`src/rtl/wb_stage_if.sv`:
```
// MEM -> WB bus: one pipeline entry per handshake (in_valid / in_ready).
interface wb_stage_if #(
    parameter int unsigned DATA_W = 32,
    parameter int unsigned REG_AW = 5,
    parameter int unsigned PC_W   = 32
);
    logic              in_valid;
    logic              in_ready;
    logic [DATA_W-1:0] in_result;
    logic [DATA_W-1:0] in_mem_rdata;
    logic [REG_AW-1:0] in_waddr;
    logic              in_reg_write;
    logic              in_mem_to_reg;
    logic [1:0]        in_ld_size;
    logic              in_ld_signed;
    logic [PC_W-1:0]   in_pc;

    modport master (
        output in_valid, in_result, in_mem_rdata, in_waddr, in_reg_write,
               in_mem_to_reg, in_ld_size, in_ld_signed, in_pc,
        input  in_ready
    );

    modport slave (
        input  in_valid, in_result, in_mem_rdata, in_waddr, in_reg_write,
               in_mem_to_reg, in_ld_size, in_ld_signed, in_pc,
        output in_ready
    );
endinterface

```
`src/rtl/wb_stage.sv`:
```
// Write-back stage: WB register, load align/extend, RF write, bypass and retire counter.
// Define WB_DEBUG_TRACE_EN to add the debug_wb_* trace outputs (and keep in_pc).
module wb_stage #(
    parameter int unsigned DATA_W = 32,
    parameter int unsigned REG_AW = 5,
    parameter int unsigned PC_W   = 32,
    parameter int unsigned RCNT_W = 32
) (
    input  logic              clk,
    input  logic              rst,
    input  logic              stall,
    input  logic              flush,
    wb_stage_if.slave         mem,
    output logic              rf_we,
    output logic [REG_AW-1:0] rf_waddr,
    output logic [DATA_W-1:0] rf_wdata,
    output logic              fwd_valid,
    output logic [REG_AW-1:0] fwd_addr,
    output logic [DATA_W-1:0] fwd_data,
    output logic [RCNT_W-1:0] retire_cnt
`ifdef WB_DEBUG_TRACE_EN
    ,
    output logic [PC_W-1:0]     debug_wb_pc,
    output logic [DATA_W/8-1:0] debug_wb_rf_wen,
    output logic [REG_AW-1:0]   debug_wb_rf_wnum,
    output logic [DATA_W-1:0]   debug_wb_rf_wdata
`endif
);

    logic              wb_valid_q;
    logic [DATA_W-1:0] result_q;
    logic [31:0]       rdata_q;
    logic [REG_AW-1:0] waddr_q;
    logic              reg_write_q;
    logic              mem_to_reg_q;
    logic [1:0]        ld_size_q;
    logic              ld_signed_q;
    logic [RCNT_W-1:0] retire_cnt_q;

    logic              capture;
    logic              writes_rf;
    logic [7:0]        byte_sel;
    logic [15:0]       half_sel;
    logic [DATA_W-1:0] load_val;

    assign mem.in_ready = !stall;
    assign capture      = mem.in_valid && !stall && !flush;

    always_ff @(posedge clk) begin
        if (rst) begin
            wb_valid_q   <= 1'b0;
            result_q     <= '0;
            rdata_q      <= '0;
            waddr_q      <= '0;
            reg_write_q  <= 1'b0;
            mem_to_reg_q <= 1'b0;
            ld_size_q    <= 2'b00;
            ld_signed_q  <= 1'b0;
        end else begin
            if (flush) begin
                wb_valid_q <= 1'b0;
            end else if (!stall) begin
                wb_valid_q <= mem.in_valid;
            end
            if (capture) begin
                result_q     <= mem.in_result;
                rdata_q      <= mem.in_mem_rdata[31:0];
                waddr_q      <= mem.in_waddr;
                reg_write_q  <= mem.in_reg_write;
                mem_to_reg_q <= mem.in_mem_to_reg;
                ld_size_q    <= mem.in_ld_size;
                ld_signed_q  <= mem.in_ld_signed;
            end
        end
    end

    // A flushed entry never counts, even if it was valid and unstalled.
    always_ff @(posedge clk) begin
        if (rst) begin
            retire_cnt_q <= '0;
        end else if (wb_valid_q && !stall && !flush) begin
            retire_cnt_q <= retire_cnt_q + 1'b1;
        end
    end

    // Byte offset comes from the low address bits kept in the stored result.
    always_comb begin
        byte_sel = rdata_q[7:0];
        case (result_q[1:0])
            2'd1:    byte_sel = rdata_q[15:8];
            2'd2:    byte_sel = rdata_q[23:16];
            2'd3:    byte_sel = rdata_q[31:24];
            default: byte_sel = rdata_q[7:0];
        endcase
        half_sel = result_q[1] ? rdata_q[31:16] : rdata_q[15:0];
    end

    always_comb begin
        load_val = '0;
        case (ld_size_q)
            2'b00: begin
                if (ld_signed_q) load_val = DATA_W'($signed(byte_sel));
                else             load_val = DATA_W'(byte_sel);
            end
            2'b01: begin
                if (ld_signed_q) load_val = DATA_W'($signed(half_sel));
                else             load_val = DATA_W'(half_sel);
            end
            default: begin
                if (ld_signed_q) load_val = DATA_W'($signed(rdata_q));
                else             load_val = DATA_W'(rdata_q);
            end
        endcase
    end

    // Outputs depend only on registered state (plus stall for rf_we), so they hold while stalled.
    assign writes_rf  = wb_valid_q && reg_write_q && (waddr_q != '0);
    assign rf_we      = writes_rf && !stall;
    assign rf_waddr   = waddr_q;
    assign rf_wdata   = mem_to_reg_q ? load_val : result_q;
    assign fwd_valid  = writes_rf;
    assign fwd_addr   = rf_waddr;
    assign fwd_data   = rf_wdata;
    assign retire_cnt = retire_cnt_q;

`ifdef WB_DEBUG_TRACE_EN
    logic [PC_W-1:0] pc_q;

    always_ff @(posedge clk) begin
        if (rst) begin
            pc_q <= '0;
        end else if (capture) begin
            pc_q <= mem.in_pc;
        end
    end

    assign debug_wb_pc       = pc_q;
    assign debug_wb_rf_wen   = rf_we ? '1 : '0;
    assign debug_wb_rf_wnum  = waddr_q;
    assign debug_wb_rf_wdata = rf_wdata;
`else
    logic unused_pc;
    assign unused_pc = ^mem.in_pc;
`endif

endmodule
```
`src/flat_wrapper.sv`:
```
// flat-port wrapper written by rule: the top's interface ports become plain ports
module wb_stage_flat 
#(
    parameter int unsigned DATA_W = 32,
    parameter int unsigned REG_AW = 5,
    parameter int unsigned PC_W   = 32,
    parameter int unsigned RCNT_W = 32
)
  (clk, rst, stall, flush, rf_we, rf_waddr, rf_wdata, fwd_valid, fwd_addr, fwd_data, retire_cnt, mem_in_valid, mem_in_result, mem_in_mem_rdata, mem_in_waddr, mem_in_reg_write, mem_in_mem_to_reg, mem_in_ld_size, mem_in_ld_signed, mem_in_pc, mem_in_ready);
  wb_stage_if #(.DATA_W(DATA_W), .REG_AW(REG_AW), .PC_W(PC_W)) mem_i ();
  input  logic clk;
  input  logic rst;
  input  logic stall;
  input  logic flush;
  output logic rf_we;
  output logic [REG_AW-1:0] rf_waddr;
  output logic [DATA_W-1:0] rf_wdata;
  output logic fwd_valid;
  output logic [REG_AW-1:0] fwd_addr;
  output logic [DATA_W-1:0] fwd_data;
  output logic [RCNT_W-1:0] retire_cnt;
  input wire logic [$bits(mem_i.in_valid)-1:0] mem_in_valid;
  input wire logic [$bits(mem_i.in_result)-1:0] mem_in_result;
  input wire logic [$bits(mem_i.in_mem_rdata)-1:0] mem_in_mem_rdata;
  input wire logic [$bits(mem_i.in_waddr)-1:0] mem_in_waddr;
  input wire logic [$bits(mem_i.in_reg_write)-1:0] mem_in_reg_write;
  input wire logic [$bits(mem_i.in_mem_to_reg)-1:0] mem_in_mem_to_reg;
  input wire logic [$bits(mem_i.in_ld_size)-1:0] mem_in_ld_size;
  input wire logic [$bits(mem_i.in_ld_signed)-1:0] mem_in_ld_signed;
  input wire logic [$bits(mem_i.in_pc)-1:0] mem_in_pc;
  output wire logic [$bits(mem_i.in_ready)-1:0] mem_in_ready;
  assign mem_i.in_valid = mem_in_valid;
  assign mem_i.in_result = mem_in_result;
  assign mem_i.in_mem_rdata = mem_in_mem_rdata;
  assign mem_i.in_waddr = mem_in_waddr;
  assign mem_i.in_reg_write = mem_in_reg_write;
  assign mem_i.in_mem_to_reg = mem_in_mem_to_reg;
  assign mem_i.in_ld_size = mem_in_ld_size;
  assign mem_i.in_ld_signed = mem_in_ld_signed;
  assign mem_i.in_pc = mem_in_pc;
  assign mem_in_ready = mem_i.in_ready;
  wb_stage #(.DATA_W(DATA_W), .REG_AW(REG_AW), .PC_W(PC_W), .RCNT_W(RCNT_W)) u_core (.clk(clk), .rst(rst), .stall(stall), .flush(flush), .mem(mem_i), .rf_we(rf_we), .rf_waddr(rf_waddr), .rf_wdata(rf_wdata), .fwd_valid(fwd_valid), .fwd_addr(fwd_addr), .fwd_data(fwd_data), .retire_cnt(retire_cnt));
endmodule
```
`config.mk`:
```
export PLATFORM = sky130hd
export DESIGN_NAME = wb_stage_flat
export DESIGN_NICKNAME = d
export VERILOG_FILES = /design/src/rtl/wb_stage_if.sv /design/src/rtl/wb_stage.sv /design/src/flat_wrapper.sv
export SDC_FILE = /design/constraint.sdc
export NUM_CORES = 1
export LEC_CHECK = 0
export CAP_MARGIN = 30
export CORE_MARGIN = 4
export CORE_UTILIZATION = 43
export CTS_BUF_LIST = sky130_fd_sc_hd__clkbuf_16
export DETAILED_ROUTE_END_ITERATION = 8
export PLACE_DENSITY = 0.89
export RECOVER_POWER = 100
export SETUP_SLACK_MARGIN = 0.1
export SLEW_MARGIN = 20
export SYNTH_ARGS = -nofsm -noshare
export SYNTH_HDL_FRONTEND = slang
export SYNTH_SLANG_ARGS = --single-unit
```
`constraint.sdc`:
```
create_clock -name clk -period 2.5 [get_ports clk]
set_clock_uncertainty 0.15 [all_clocks]
set_input_delay 0.25 -clock clk [delete_from_list [all_inputs] [get_ports clk]]
set_output_delay 0.25 -clock clk [all_outputs]
set_load 0.05 [all_outputs]
```
==> results of run 1 <==
==> power breakdown <==
group | internal [mW] | switching (mW)
sequential | 1.74 | 0.0353
clock | 0.683 | 0.642
combinational | 0.327 | 0.386
==> cell usage after synthesis, types with 2 or more instances <==
master / count
o221ai_1: 5
dfxtp_1: 107
mux2i_1: 14
nand3_1: 9
buf_1: 5
xnor2_1: 4
nor2_1: 22
and4_1: 5
o21ai_0: 12
a22oi_1: 7
nor2b_1: 7
or3_1: 6
inv_1: 13
clkbuf_1: 42
a21oi_1: 106
a21o_1: 2
or4_1: 16
a31oi_1: 3
nand2_1: 165
a221o_1: 15
nand2b_1: 2
and3_1: 7
nor3_1: 3
o31ai_1: 17
nand4_1: 11
buf_4: 37
xor2_1: 5
and2_1: 3
==> routing by layer <==
layer,vias to the layer above,global-route usage [%],wire (um)
met3,23,5.09,1170
li1,2590,-,-
met1,2576,28.4,6790
met4,0,6.45,305
met2,226,41.1,8790
met5,-,0,0
==> cell families after synthesis <==
group / after synthesis / synth area share [%]
multiplexers: 16 / 3.33
flip-flops: 107 / 41.1
AO/OA/AOI/OAI: 175 / 20.4
AND/OR/NAND/NOR: 261 / 23.4
XOR/XNOR: 9 / 1.51
buffers and inverters: 99 / 9.96
adder cells (fa/ha/maj): 1 / 0.240
==> timing repair <==
item | CTS | global route
endpoints found under the setup margin | 47 | 64
gates resized for setup | 12 | 32
setup buffers | 2 | 3
pin swaps | 2 | 1
gates cloned | 1 | 0
==> worst paths after layout <==
check / to / slack (ps)
max: rf_wdata[30] / -110
min: u_core.retire_cnt[24] / 240
max reg2reg: u_core.retire_cnt[18] / 60
min reg2reg: u_core.rdata_q[4] / 310
==> final cells by class <==
type / count / area share (%)
Sequential cell: 107 / 26.8
Clock buffer: 9 / 2.81
Inverter: 13 / 0.609
Clock inverter: 7 / 0.671
Timing Repair Buffer: 220 / 32.5
Tap cell: 143 / 2.23
Multi-Input combinational cell: 462 / 34.4
==> registers in the layout, indices dropped and copies added, names as in the netlist <==
signal               flops
u_core.wb_valid_q        1
u_core.ld_signed_q       1
u_core.fwd_addr          5
u_core.result_q         32
u_core.retire_cnt       32
u_core.mem_to_reg_q      1
u_core.ld_size_q         2
u_core.reg_write_q       1
u_core.rdata_q          32
==> layout by cell type (no fill, tap or decap), types with 4 or more instances in the layout <==
master	count
o21ai_2	5
dlygate4sd3_1	44
buf_4	25
nor2b_1	7
a221o_1	6
buf_6	19
and3_1	7
mux2i_1	12
dfxtp_2	5
o21ai_0	7
or4_1	17
nand2_1	165
nand3_1	9
buf_12	48
and4_1	5
o221ai_1	5
clkbuf_16	9
dfxtp_1	102
a22oi_1	6
a21oi_4	8
o31ai_1	17
a21oi_1	98
or3_1	6
xor2_1	5
nand4_1	11
nor2_1	21
inv_1	13
a221o_2	9
xnor2_1	4
clkdlybuf4s50_1	76
==> worst register-to-register path, stage by stage, from the launching register on <==
cell and delay [ps]:
dfxtp_1 400, ha_1 220, nand4bb_4 120, or4_1 750, or4_1 590, a21oi_1 160
==> impl_metrics.ini, run 1 <==
[outcome]
status = finished, violations left
violations = setup timing

[final_layout]
antenna_cells = 0
final_util_pct = 68.7
syn_to_final_growth_pct = 53.7
nFillCells = 873
drive_above_1_share_pct = 18.9
layout.cells.non_filler = 961
regArea_um2 = 2150
multi_input_area_um2 = 2760
fin_nets = 925
postLayoutCellArea_um2 = 8020

[setup_path]
endpoint_kind = primary output
cpLargestDelayFamily = multiplexers
cp.required_ps = 2100
crit_cells = 6
crit_chain = mux4_2 -> mux2i_4 -> nor3_4 -> buf_6 -> a221o_2 -> buf_12
r2r_cells = 5
cp.arrival_ps = 2210
setup.worst_path.start = u_core.result_q[0]
cp-start-kind = flip-flop
critPathKind = reg -> out
cp_num_buf_inv = 2
worstPathMaxFanout = 6
critPathMaxStageDelay_ps = 550
slowest_stage = mux4_2
rr_startpoint = u_core.retire_cnt[0]

[clock_network]
cts_tree = yes
cts_hold_buf = 0
cts_made_buffers = 9
clockRootBuffer = clkbuf_16
clock-sinks = 107
cts.clk_slew.worst_paths_ps = 70
clk_latency_ps = 340
htree_levels = 3
max-clock-path-buffers = 2

[logic_synthesis]
synth-edff-count = 0
synth-seq-area-share_pct = 41.1
synthCells = 668
ys_ff_latch = 107
yosysTopAreaCell = dfxtp_1
synth_ff_type = dfxtp_1
yosys-top-cells-area = dfxtp_1 41%, nand2_1 12%, a21oi_1 10%
yosys.area.top_type_share_pct = 41.1
syn_avg_cell_area_um2 = 7.81
ys_warn_count = 0
ys_async_sr_fraction_pct = 0
ys_types = 46
synth_fp_nets = 780
syn_area_um2 = 5220

[grt]
grt_max_degree = 75
antenna_found_initial = 0
track_usage_pct = 23.2
gr-total-overflow = 0
grt_pass1_wl_um = 26800
grt_pass1_vias = 5236

[placed_design]
gp_congestion = 0.843
dp.cells = 939
hpwl_um = 12000
portBuffers = 187
post_dp_cell_area_um2 = 7550
dpl_worst_slack_ps = 21.6

[die]
initial_core_util_pct = 44.7
dieArea_um2 = 14000
die_w_um = 118
row_count = 39
io_pins = 220
core-area_um2 = 11700
die_h_um = 118

[timing]
finalSetupViolCount = 39
fin_ws_ps = -112
slew_viol_final = 0
rsz0062_at_grt = true
fmax_ghz = 0.383
hold_viol = 0
tns_ps = -2570
min_period_over_period_pct = 104
finalCriticalPeriod_ps = 2610
tightest_slew_ps = 826
timing.hold.ws_ps = 239
max-slew-margin-rel_pct = 44.9

[flow_run]
cap_violations = 0

[min_path]
hold_path_depth = 2
min_from = rst
hold_class = in -> reg

[routing]
first_pass_iters = 5
drc = 0
finalWirelength_um = 17100
postRouteAntennaNets = 0
via_per_inst = 5.63
vias = 5415
drt_iter0_drc = 513
wl_per_cell_um = 17.7

[power]
finalPower_mw = 3.82
powerDensity_nw_per_um2 = 476
p_leak_nw = 2.95
ir_drop_v = 0.000340
No activity file was read; power rests on OpenSTA's default activity.
==> run 2: changes to the inputs <==
--- a/config.mk
+++ b/config.mk
@@ -7,10 +7,10 @@
 export LEC_CHECK = 0
 export CAP_MARGIN = 30
 export CORE_MARGIN = 4
-export CORE_UTILIZATION = 43
+export CORE_UTILIZATION = 46
 export CTS_BUF_LIST = sky130_fd_sc_hd__clkbuf_16
 export DETAILED_ROUTE_END_ITERATION = 8
-export PLACE_DENSITY = 0.89
+export PLACE_DENSITY = 0.94
 export RECOVER_POWER = 100
 export SETUP_SLACK_MARGIN = 0.1
 export SLEW_MARGIN = 20
==> constraint.sdc (replaced) <==
create_clock -name clk -period 3.1 [get_ports clk]
set_clock_uncertainty 0.15 [all_clocks]
set_input_delay 0.31 -clock clk [delete_from_list [all_inputs] [get_ports clk]]
set_output_delay 0.31 -clock clk [all_outputs]
set_load 0.05 [all_outputs]
==> run 2 against run 1 <==
Net effect: clock-buffer cell count did not move; utilization fell by 2.5 points; die area fell by 6.1%; sequential cell count did not move; the run now ends clean; wire length fell by 7.2%; critical endpoint is now rf_wdata[24]; combinational power fell by 32%; sequential power fell by 19%; register-to-register slack improved by 330 ps; global-route usage rose by 0.11 points.
==> impl_metrics.ini, run 2 (synthesized netlist as in run 1, its figures left out) <==
[timing]
max-slew-margin-rel_pct = 2.83
fin_ws_ps = 169
tns_ps = 0
rsz0062_at_grt = false
finalCriticalPeriod_ps = 2930
timing.hold.ws_ps = 279
tightest_slew_ps = 1460
fmax_ghz = 0.341
finalSetupViolCount = 0
min_period_over_period_pct = 94.5
hold_viol = 0
slew_viol_final = 0

[power]
pwr-share-comb_pct = 16.3
powerDensity_nw_per_um2 = 409
pwr-share-clk_pct = 35.3
intPower_mw = 2.15
p_leak_nw = 2.86
swShare_pct = 27.6
p_sw_mw = 0.820
seq_power_share_pct = 48.3
ir_drop_v = 0.000248

[min_path]
min_from = rst
hold_class = in -> reg
hold_path_depth = 2

[routing]
drc = 0
wl_per_cell_um = 16.9
highest_layer = met4
wl_met1_um = 6260
finalWirelength_um = 15800
routed-wl-met3_um = 1720
first_pass_iters = 7
postRouteAntennaNets = 0
vias = 5236
drt_iter0_drc = 450
via_per_inst = 5.59
dr_wl_met2_um = 7600

[clock_network]
cts_tree = yes
clk_latency_ps = 340
cts.clk_slew.worst_paths_ps = 70
max-clock-path-buffers = 2
post_cts.repair.setup_buffers = 0
cts_made_buffers = 9
clockRootBuffer = clkbuf_16
htree_levels = 3
clock-sinks = 107
cts_hold_buf = 0

[final_layout]
antenna_cells = 0
drive_above_1_share_pct = 10.8
syn_to_final_growth_pct = 39.5
final_cell_mix = 165 x nand2_1, 107 x dfxtp_1, 106 x a21oi_1
fin_nets = 903
layout_commonest_cell = nand2_1

[grt]
grt_max_degree = 75
antenna_found_initial = 0
grt_pass1_wl_um = 24500
track_usage_pct = 23.3
grt_pass1_vias = 4963
gr-total-overflow = 0

[die]
core-area_um2 = 11000
dieArea_um2 = 13100
die_h_um = 114
io_pins = 220
row_count = 38
die_w_um = 114
initial_core_util_pct = 47.5

[flow_run]
cap_violations = 0

[setup_path]
cp.required_ps = 2640
setup.worst_path.start = u_core.result_q[0]
worstPathMaxFanout = 11
cp.arrival_ps = 2470
cp-start-kind = flip-flop
critPathKind = reg -> out
rr_startpoint = u_core.retire_cnt[0]
endpoint_kind = primary output
r2r_cells = 5

[outcome]
status = finished clean

[placed_design]
portBuffers = 187
gp_congestion = 0.899
hpwl_um = 11700
dpl_worst_slack_ps = 305
[run 2: cell types whose count changed in the layout (fill, tap and decap cells not counted), moves of 8 or more]
cell,change
buf_4,-18
buf_12,-23
a221o_2,-9
a21oi_1,+8
a221o_1,+9
dlymetal6s2s_1,+9
buf_6,-19
a21oi_4,-8
clkbuf_2,+22
[run 2: layout make-up]
type,count,area (um^2)
clock buffer,9,225
clock inverter,7,47.5
multi-input combinational,462,2550
fill,861,3710
inverter,13,48.8
sequential,107,2140
timing repair buffer,198,2080
tap,140,175
[run 2: path summary, 6_finish.rpt]
path	end	slack (ps)
worst max-delay path	rf_wdata[24]	170
worst min-delay path	u_core.result_q[12]	280
worst max register to register	u_core.retire_cnt[28]	390
worst min register to register	u_core.result_q[12]	310
[run 2: power by group through the flow]
stage,logic (mW),clock network [mW],registers [mW]
3_3_place_gp,0.514,0,1.46
4_1_cts,0.526,1.07,1.43
5_1_grt,0.513,1.12,1.44
6_report,0.486,1.05,1.44
3_5_place_dp,0.524,0,1.47
2_1_floorplan,0.289,0,1.46
[run 2: repair_timing]
action	in CTS	in global routing
setup endpoints to repair	0	8
resized for setup	0	1
hold endpoints to repair	0	0
[run 2: critical path, stage by stage (launching register included)]
cell and delay [ps]:
dfxtp_1 440, mux4_2 540, mux2i_1 190, nor3_2 120, clkbuf_2 250, a221o_1 400, buf_12 190
[run 2: routing by layer]
layer  vias to the layer above  track usage, %
li1                       2548               -
met1                      2419            29.1
met2                       251            39.2
met3                        18            7.40
met4                         0            5.62
met5                         -               0
[run 2: stage by stage]
stage / util (%) / instance area [um^2] / power, mW / std cells
finish: 66.2 / 7270 / 2.97 / 936
global route: 66.2 / 7270 / 3.07 / 936
CTS: 68.9 / 7570 / 3.03 / 935
detailed placement: 66.4 / 7290 / 1.99 / 919
global placement: 66.2 / 7270 / 1.98 / 918
floorplan: - / 5220 / 1.75 / 668
==> run 3: changes to the inputs <==
--- a/config.mk
+++ b/config.mk
@@ -5,6 +5,7 @@
 export SDC_FILE = /design/constraint.sdc
 export NUM_CORES = 1
 export LEC_CHECK = 0
+export ABC_CLOCK_PERIOD_IN_PS = 3100
 export CAP_MARGIN = 30
 export CORE_MARGIN = 4
 export CORE_UTILIZATION = 46
@@ -13,6 +14,7 @@
 export PLACE_DENSITY = 0.94
 export RECOVER_POWER = 100
 export SETUP_SLACK_MARGIN = 0.1
+export SKIP_CTS_REPAIR_TIMING = 1
 export SLEW_MARGIN = 20
 export SYNTH_ARGS = -nofsm -noshare
 export SYNTH_HDL_FRONTEND = slang
==> results of run 3 <==
No change in the layout: final DEF, timing and power equal those of run 2.
